`config.mk`:
```
export PLATFORM = sky130hd
export DESIGN_NAME = dense_requant_relu
export DESIGN_NICKNAME = d
export VERILOG_FILES = /design/src/rtl/dense_requant_relu.sv
export SDC_FILE = /design/constraint.sdc
export NUM_CORES = 1
export LEC_CHECK = 0
export BUFFER_PORTS_ARGS = -buffer_cell sky130_fd_sc_hd__buf_2
export CAP_MARGIN = 20
export CORE_MARGIN = 2
export CORE_UTILIZATION = 35
export DETAILED_ROUTE_END_ITERATION = 16
export HOLD_SLACK_MARGIN = 0.15
export PLACE_DENSITY = 0.62
export RECOVER_POWER = 100
export SETUP_SLACK_MARGIN = 0.1
export SYNTH_ARGS = -nofsm -noshare
export SYNTH_HDL_FRONTEND = slang
export SYNTH_SLANG_ARGS = --single-unit
```
`constraint.sdc`:
```
create_clock -name clock -period 3.9 [get_ports clock]
set_input_delay 0.39 -clock clock [delete_from_list [all_inputs] [get_ports clock]]
set_output_delay 0.39 -clock clock [all_outputs]
set_load 0.005 [all_outputs]
```
`src/rtl/dense_requant_relu.sv`:
```
// dense_requant_relu
// Post-processing stage for the dense_25D layer. Tracks which upstream
// cycles carry valid convolution windows, skipping pipeline fill and row
// wrap-around positions. For each valid window it adds a per-tree bias,
// applies ReLU, rounds, shifts right and saturates to an unsigned byte.
//
// Ports:
//   clock            - single clock, rising edge
//   reset            - asynchronous active-high clear of all state
//   start            - one-cycle pulse: first pixel of a frame enters upstream
//   pixel_vector_in  - 32-bit signed accumulation per tree, tree i at [32i+31:32i]
//   bias             - 32-bit signed bias per tree, same packing, static per frame
//   pixel_vector_out - 8-bit unsigned result per tree, tree i at [8i+7:8i]
//   pixel_out_valid  - pixel_vector_out carries a window result this cycle
//   busy             - a frame is in progress (start up to the end of frame_done)
//   frame_done       - pulse coincident with the last valid output of a frame
module dense_requant_relu #(
  parameter int NUM_TREES    = 2,
  parameter int IMG_WIDTH    = 8,
  parameter int IMG_HEIGHT   = 8,
  parameter int KERNEL_WIDTH = 4,
  parameter int FILL_LATENCY = 23,
  parameter int SHIFT        = 4
) (
  input  logic                      clock,
  input  logic                      reset,
  input  logic                      start,
  input  logic [32*NUM_TREES-1:0]   pixel_vector_in,
  input  logic [32*NUM_TREES-1:0]   bias,
  output logic [8*NUM_TREES-1:0]    pixel_vector_out,
  output logic                      pixel_out_valid,
  output logic                      busy,
  output logic                      frame_done
);

  localparam int OUT_W = IMG_WIDTH - KERNEL_WIDTH + 1;
  localparam int OUT_H = IMG_HEIGHT - KERNEL_WIDTH + 1;
  localparam int CNT_W = 16;

  // Down-counters are loaded with (cycles - 1) and leave their state at zero.
  localparam logic [CNT_W-1:0] FILL_LOAD = CNT_W'((FILL_LATENCY > 1) ? FILL_LATENCY - 2 : 0);
  localparam logic [CNT_W-1:0] SKIP_LOAD = CNT_W'((KERNEL_WIDTH > 1) ? KERNEL_WIDTH - 2 : 0);
  localparam logic [CNT_W-1:0] COL_LAST  = CNT_W'(OUT_W - 1);
  localparam logic [CNT_W-1:0] ROW_LAST  = CNT_W'(OUT_H - 1);
  localparam logic [CNT_W-1:0] CNT_ONE   = CNT_W'(1);

  // Half-LSB rounding term; absent when there is no shift.
  localparam logic [33:0] ROUND = (SHIFT == 0) ? 34'd0 : (34'd1 << ((SHIFT > 0) ? (SHIFT - 1) : 0));

  typedef enum logic [1:0] {
    S_IDLE,
    S_FILL,
    S_ROW_VALID,
    S_ROW_SKIP
  } state_t;

  state_t           r_state;
  logic [CNT_W-1:0] r_cnt;
  logic [CNT_W-1:0] r_row;
  logic             r_busy;

  logic r_s1_valid, r_s1_last;
  logic r_s2_valid, r_s2_last;
  logic r_out_valid, r_frame_done;

  logic w_start_ok;
  logic w_win_valid;
  logic w_win_last;

  // busy stays high through the output drain, so a start is only taken
  // once the previous frame has fully left the pipeline.
  assign w_start_ok  = start && (r_state == S_IDLE) && !r_busy;
  assign w_win_valid = (r_state == S_ROW_VALID);
  assign w_win_last  = w_win_valid && (r_cnt == COL_LAST) && (r_row == ROW_LAST);

  // Window-tracking FSM; r_cnt is the fill/skip down-counter or the column index.
  always_ff @(posedge clock or posedge reset) begin
    if (reset) begin
      r_state <= S_IDLE;
      r_cnt   <= '0;
      r_row   <= '0;
    end else begin
      case (r_state)
        S_IDLE: begin
          if (w_start_ok) begin
            r_row <= '0;
            if (FILL_LATENCY == 1) begin
              r_state <= S_ROW_VALID;
              r_cnt   <= '0;
            end else begin
              r_state <= S_FILL;
              r_cnt   <= FILL_LOAD;
            end
          end
        end
        S_FILL: begin
          if (r_cnt == '0) r_state <= S_ROW_VALID;
          else             r_cnt   <= r_cnt - CNT_ONE;
        end
        S_ROW_VALID: begin
          if (r_cnt == COL_LAST) begin
            if (r_row == ROW_LAST) begin
              r_state <= S_IDLE;
              r_cnt   <= '0;
            end else begin
              r_row   <= r_row + CNT_ONE;
              r_state <= (KERNEL_WIDTH > 1) ? S_ROW_SKIP : S_ROW_VALID;
              r_cnt   <= (KERNEL_WIDTH > 1) ? SKIP_LOAD : '0;
            end
          end else begin
            r_cnt <= r_cnt + CNT_ONE;
          end
        end
        S_ROW_SKIP: begin
          if (r_cnt == '0) r_state <= S_ROW_VALID;
          else             r_cnt   <= r_cnt - CNT_ONE;
        end
        default: r_state <= S_IDLE;
      endcase
    end
  end

  // Valid/last tags travel alongside the data through the three stages.
  always_ff @(posedge clock or posedge reset) begin
    if (reset) begin
      r_s1_valid   <= 1'b0;
      r_s1_last    <= 1'b0;
      r_s2_valid   <= 1'b0;
      r_s2_last    <= 1'b0;
      r_out_valid  <= 1'b0;
      r_frame_done <= 1'b0;
      r_busy       <= 1'b0;
    end else begin
      r_s1_valid   <= w_win_valid;
      r_s1_last    <= w_win_last;
      r_s2_valid   <= r_s1_valid;
      r_s2_last    <= r_s1_valid && r_s1_last;
      r_out_valid  <= r_s2_valid;
      r_frame_done <= r_s2_valid && r_s2_last;
      if (w_start_ok)        r_busy <= 1'b1;
      else if (r_frame_done) r_busy <= 1'b0;
    end
  end

  genvar gi;
  generate
    for (gi = 0; gi < NUM_TREES; gi++) begin : g_tree
      logic [31:0] w_pix;
      logic [31:0] w_bias;
      logic [32:0] r_sum;   // two's complement, 33 bits so the add cannot overflow
      logic        r_sat;
      logic [7:0]  r_lo;
      logic [7:0]  r_out;
      logic        w_nonpos;
      logic [33:0] w_rnd;
      logic [33:0] w_shr;

      assign w_pix    = pixel_vector_in[32*gi +: 32];
      assign w_bias   = bias[32*gi +: 32];
      assign w_nonpos = r_sum[32] || (r_sum == '0);
      // Only used when the sum is positive, so a logical shift is exact and
      // the 34-bit width absorbs the rounding carry even at SHIFT = 31.
      assign w_rnd    = {r_sum[32], r_sum} + ROUND;
      assign w_shr    = w_rnd >> SHIFT;

      always_ff @(posedge clock or posedge reset) begin
        if (reset) begin
          r_sum <= '0;
          r_sat <= 1'b0;
          r_lo  <= '0;
          r_out <= '0;
        end else begin
          if (w_win_valid) begin
            r_sum <= {w_pix[31], w_pix} + {w_bias[31], w_bias};
          end
          if (r_s1_valid) begin
            if (w_nonpos) begin
              r_sat <= 1'b0;
              r_lo  <= '0;
            end else begin
              r_sat <= |w_shr[33:8];
              r_lo  <= w_shr[7:0];
            end
          end
          if (r_s2_valid) begin
            r_out <= r_sat ? 8'hFF : r_lo;
          end
        end
      end

      assign pixel_vector_out[8*gi +: 8] = r_out;
    end
  endgenerate

  assign pixel_out_valid = r_out_valid;
  assign frame_done      = r_frame_done;
  assign busy            = r_busy;

endmodule
```
==> results of run 1 <==
==> power breakdown <==
part	internal, uW	switching, uW
Sequential	1870	575
Clock	917	648
Combinational	1130	1390
==> Yosys cell counts (all sizes together) (9+ instances only) <==
master	instances	area (sq um)
xor2	50	438
a21o	46	345
nor2b	9	56.3
nand4	22	144
ha	71	888
o22a	9	78.8
xnor2	52	455
nor4	19	155
nor3	42	210
dfrtp	141	3530
nand3	52	260
o2bb2ai	17	149
o21ai	121	606
a21oi	103	519
nand2	141	529
and2	11	68.8
nor2	94	355
a31oi	17	106
inv	32	120
and3	18	113
or3	11	68.8
clkbuf	48	260
o21bai	14	105
==> cells by family after synthesis <==
kind of cell	Yosys count
multiplexers	2
AND/OR/NAND/NOR	449
AO/OA/AOI/OAI	392
flip-flops	141
XOR/XNOR	102
buffers and inverters	87
adder cells (fa/ha/maj)	73
==> area by class of cell <==
type	instances	share of cell area [%]
Inverter	33	1.04
Timing Repair Buffer	159	6.88
Multi-Input combinational cell	1018	53.8
Clock inverter	11	0.919
Tap cell	390	4.07
Clock buffer	20	3.81
Sequential cell	141	29.4
==> placed cells by master, fill, tap and decap left out, types with 11 or more instances in the layout <==
master | synthesis | layout
nor3_1 | 42 | 42
dfrtp_1 | 141 | 141
xnor2_1 | 52 | 52
a21o_1 | 46 | 46
nand3_1 | 52 | 52
buf_2 | 0 | 139
o21bai_1 | 14 | 14
clkbuf_1 | 40 | 14
a31oi_1 | 17 | 17
clkbuf_16 | 0 | 17
and3_1 | 18 | 18
o21ai_0 | 121 | 121
nand2_1 | 141 | 140
a21oi_1 | 102 | 103
nor4_1 | 16 | 17
inv_1 | 32 | 31
nor2_1 | 93 | 93
xor2_1 | 50 | 50
or3_1 | 11 | 11
nand4_1 | 21 | 22
o2bb2ai_1 | 17 | 17
ha_1 | 71 | 71
==> through the flow <==
stage | setup slack [ps] | hold WS (ps) | instances
5_1_grt | 423 | 328 | 1772
2_1_floorplan | 1080 | 352 | 1246
3_3_place_gp | 697 | 399 | 1740
6_report | 625 | 302 | 1772
4_1_cts | 1070 | 293 | 1772
3_5_place_dp | 651 | 400 | 1740
==> critical path: cells and delay by family, from the launching register on <==
| family | cells | cell delay [ps] |
|---|---|---|
| AO/OA/AOI/OAI | 1 | 460 |
| XOR/XNOR | 1 | 140 |
| flip-flops | 1 | 480 |
| AND/OR/NAND/NOR | 7 | 2040 |
==> path summary, 6_finish.rpt <==
kind | from | endpoint | slack [ps] | depth (start not counted)
setup / recovery | r_cnt[11] | r_row[15] | 630 | 9
hold / removal | bias[32] | g_tree[1].r_sum[0] | 300 | 4
setup reg to reg | r_cnt[11] | r_row[15] | 630 | 9
hold reg to reg | r_s1_valid | r_s2_valid | 430 | 0
max in group asynchronous | reset | g_tree[1].r_sum[13] | 1120 | 4
min in group asynchronous | reset | g_tree[1].r_out[6] | 620 | 3
==> flip-flops by register name, indices dropped and copies added (netlist names) <==
name             cells
r_s2_valid           1
r_s1_valid           1
r_row               16
r_cnt               16
frame_done           1
g_tree.r_sum        66
r_s2_last            1
r_state              2
busy                 1
r_s1_last            1
pixel_out_valid      1
g_tree.r_out        16
g_tree.r_sat         2
g_tree.r_lo         16
==> layer usage <==
layer / share of wire (%) / global-route usage (%) / vias to the layer above
met3: 3.3 / 1.93 / 21
li1: - / - / 4775
met4: 1.4 / 4.48 / 0
met2: 43 / 25.3 / 202
met1: 52 / 24.4 / 4360
met5: 0 / 0 / -
==> repair_timing <==
action	in CTS	in global routing
hold buffers	1	0
endpoints found under the hold margin	14	0
endpoints found under the setup margin	0	0
==> reports/qor.txt, run 1 <==
Die Wd - 177 um
Global route overflow - 0
Hpwl dp - 19100 um
Pwr dens - 545 nW/um^2
Num ports - 150
# diodes - 0
Clock slew at the register clock pins of the worst setup and hold paths - 60 ps
Worst EP arrival - 3550 ps
Latest clock arrival within the worst-skew pair - 420 ps
Fin crit period - 3270 ps
Register area share after synthesis - 33.8%
Post-synthesis xor/xnor area fraction - 8.55%
Total global-route track usage - 16.5%
Initial DRC count - 626
Fillers - 3073
Design area - 12000 sq um
Post-Synthesis Cells - 1246
Vias in the first global route - 8791
Syn_nets - 1450
Max frequency - 0.305 GHz
Peak fanout along the critical path - 8
CP max stage delay - 640 ps
Async S/R FF share, synth - 100%
Clk buf depth - 2
First-pass GRT wire length - 42900 um
Average size of a mapped cell - 8.38 sq um
Register area - 3530 sq um
FF+latch count, synth - 141
DR WL/cell - 14.3 um
Failing checks - max-capacitance violations, max-slew violations
Final TNS setup - 0 ps
Hold Violations, Final - 0
Detail Route Antenna Nets - 0
Post-synthesis mux area share - 0.192%
Maximum vdd drop - 0.329 mV
Core area - 29500 sq um
H-tree levels - 4
Simple-gate share of the synthesized area - 21.0%
Starting density of the core - 35.4%
Critical Path Slowest Stage Cell - nor4_1
Footprint of the multi-input gates - 6450 sq um
Main combinational cell family by area after synthesis - compound AO/OA/AOI/OAI gates
Total Wirelength - 25400 um
Clock Sinks - 141
Largest net degree at the start of global routing - 107
Worst-Margin Slew - 1890 ps
Synthesis-to-layout area growth - 14.7%
Final core occ - 40.7%
Max_cap viols - 1
Yosys Warn Count - 0
Drt via density - 5.28
Root buffer cell - clkbuf_16
Mapped cell area - 10400 sq um
Clk_skew - 8.56 ps
DRT Pass-1 Iters - 5
Placed Instance Area - 11500 sq um
Synth Flop Type - dfrtp_1
Die Y - 177 um
# Post-CTS Setup Buffers - 0
Max Slew Vio Count - 36
RSZ-0062 raised after global routing - false
CTS tree - yes
Synth Area in Compound Gates - 23.4%
Post-synth EDFFs - 0
Leakage - 0.00560 uW
Status - complete, but fails checks
Distinct cells, synth - 72
CTS-repair resized insts - 0
Synth Area in Adders - 8.89%
Total clock buffers created by CTS - 17
Nets - 1574
DR vias - 9358
Worst path required time - 4170 ps
Rows - 63
Setup Crit Path Kind - reg2reg
HP Class - in2reg
Final worst-path cycle share - 84.0%
Slew Limit Headroom - -25.7%
DRC violation count after routing - 0
Fraction of layout cells with a size suffix above 1 - 13.9%
Port buffer count - 149
Crit-path most repeated cell - nand4_1
Tot Pwr - 6530 uW
Crit start category - flip-flop
CP cell instances - nor4_1 -> nand4_1 -> nand4b_1 -> a21oi_1 -> and4_1 -> and4_4 -> nand4_1 -> xor2_1 -> nor2_1
# setup viols final - 0
Initial antenna violation count - 0
DIE AREA - 31200 sq um
GP Congestion - 0.847
CP Capture Type - flip-flop
(Power assumes the default switching activity.)
==> run 2: changes to the inputs <==
- PLACE_DENSITY: 0.62 -> 0.6
- clock period: 3.9 -> 3.2 ns (I/O delays scaled with it)
==> reports/qor.txt, run 2 (synthesized netlist as in run 1, its figures left out) <==
Status - complete, but fails checks
Failing checks - max-capacitance violations, max-slew violations
Starting density of the core - 35.4%
Fin worst setup slack - 334 ps
# diodes - 0
Setup Crit Path Kind - reg2reg
DR vias - 9352
Die Wd - 177 um
DRT Pass-1 Iters - 5
Clock slew at the register clock pins of the worst setup and hold paths - 60 ps
Non-filler cells in the finished layout - 1785
Worst r2r src - r_cnt[11]
CP max stage delay - 490 ps
Core area - 29500 sq um
CP cell instances - nor4_4 -> nand4_1 -> nand4b_1 -> a21oi_2 -> and4_1 -> and4_1 -> nand3_1 -> xor2_1 -> nor2_1
Drt via density - 5.24
Worst path required time - 3470 ps
Pwr dens - 668 nW/um^2
Clk_skew - 8.56 ps
Maximum vdd drop - 0.363 mV
Number of flip-flops under the largest register name - 66
CP Capture Type - flip-flop
Worst slack, placed - 22.0 ps
Crit start category - flip-flop
Largest Register - g_tree.r_sum
RSZ-0062 raised after global routing - false
Critical Path Slowest Stage Cell - dfrtp_1
Max frequency - 0.349 GHz
Worst path bufs/invs - 0
Root buffer cell - clkbuf_16
HP Class - in2reg
Clk buf depth - 2
Rows - 63
Dpl cells - 1751
Synthesis-to-layout area growth - 15.4%
Worst-Margin Slew - 2080 ps
Critical Path Start - r_cnt[11]
Max Slew Vio Count - 77
Cts hold-fix bufs - 1
Largest net degree at the start of global routing - 128
Clock Sinks - 141
Final TNS setup - 0 ps
DIE AREA - 31200 sq um
Worst path depth - 9
Global route overflow - 0
GP Congestion - 0.852
Total clock buffers created by CTS - 17
Slew Limit Headroom - -38.8%
Fillers - 3112
Most frequent cells in the layout - 141 x nand2_1, 141 x dfrtp_1, 135 x buf_2
Footprint of the multi-input gates - 6460 sq um
Port buffer count - 149
Worst EP arrival - 3130 ps
Crit-path most repeated cell - and4_1
Top Family by Delay on Critical Path - simple AND/OR/NAND/NOR gates
Detail Route Antenna Nets - 0
H-tree levels - 4
DR WL/cell - 14.6 um
Worst reg-to-reg setup slack - 330 ps
CTS-repair resized insts - 0
Final worst-path cycle share - 89.6%
Fin crit period - 2870 ps
Total Wirelength - 26100 um
Initial antenna violation count - 0
Peak fanout along the critical path - 8
Latest clock arrival within the worst-skew pair - 420 ps
Die Y - 177 um
# Post-CTS Setup Buffers - 0
Nets - 1586
Fraction of layout cells with a size suffix above 1 - 13.9%
DRC violation count after routing - 0
Num ports - 150
First-pass GRT wire length - 43700 um
# setup viols final - 0
Total global-route track usage - 17.0%
CTS tree - yes
Hpwl dp - 20000 um
Initial DRC count - 492
Max_cap viols - 2
Leakage - 0.00561 uW
Vias in the first global route - 8906
Worst R2R End - r_row[11]
Register area - 3530 sq um
Reg2reg path depth - 9
Critical path endpoint - r_row[11]
Hold Violations, Final - 0
## run 2: cell types whose count changed in the layout (fill, tap and decap cells not counted), moves of 2 or more
| cell | previous run | this run |
|---|---|---|
| inv_6 | 4 | 2 |
| buf_4 | 4 | 10 |
| buf_12 | 2 | 0 |
| clkbuf_1 | 14 | 24 |
| clkinvlp_4 | 0 | 3 |
| buf_2 | 139 | 135 |
## run 2: worst register-to-register path, stage by stage (launching register included)
cell	delay (ps)
dfrtp_1	490
nor4_4	390
nand4_1	260
nand4b_1	260
a21oi_2	310
and4_1	330
and4_1	340
nand3_1	120
xor2_1	160
nor2_1	60
## run 2: how the worst min path moves through the flow
| stage | startpoint | endpoint | slack [ps] | depth (start not counted) |
|---|---|---|---|---|
| 2_1_floorplan | r_s2_valid | pixel_out_valid | 350 | 0 |
| 4_1_cts | bias[32] | g_tree[1].r_sum[0] | 210 | 4 |
| 3_3_place_gp | r_s1_valid | r_s2_valid | 380 | 0 |
| 3_5_place_dp | r_s1_valid | r_s2_valid | 380 | 0 |
| 5_1_grt | bias[32] | g_tree[1].r_sum[0] | 270 | 4 |
| 6_report | bias[32] | g_tree[1].r_sum[0] | 230 | 4 |
## run 2: power by group
group	internal [uW]	leakage, uW	total (uW)	switching [uW]
Clock	1170	0.000280	1950	782
Sequential	2290	0.00165	2950	663
Combinational	1410	0.00368	3150	1750
## run 2: per-stage QoR
step / instance area [sq um] / hold slack, ps / util, % / power, uW
floorplan: 10500 / 352 / - / 5270
global placement: 11600 / 381 / 39.2 / 6100
detailed placement: 11600 / 384 / 39.2 / 6150
CTS: 12100 / 214 / 41.2 / 8170
global route: 12100 / 267 / 40.9 / 8730
finish: 12100 / 230 / 40.9 / 8060
## run 2: area by class of cell
type                    instances  area share [%]
clock inverters                13            1.17
flip-flops and latches        141            29.3
clock buffers                  19            3.67
multi-input cells            1018            53.6
inverters                      33            1.04
repair buffers                171            7.17
well taps                     390            4.05
## run 2: layer usage
layer	GRT usage (%)	part of all wire (%)	wire length, um
met5	0	0	0
met4	4.30	1.1	297
met3	2.66	4.0	1040
met2	26.1	44	11400
met1	24.9	51	13400
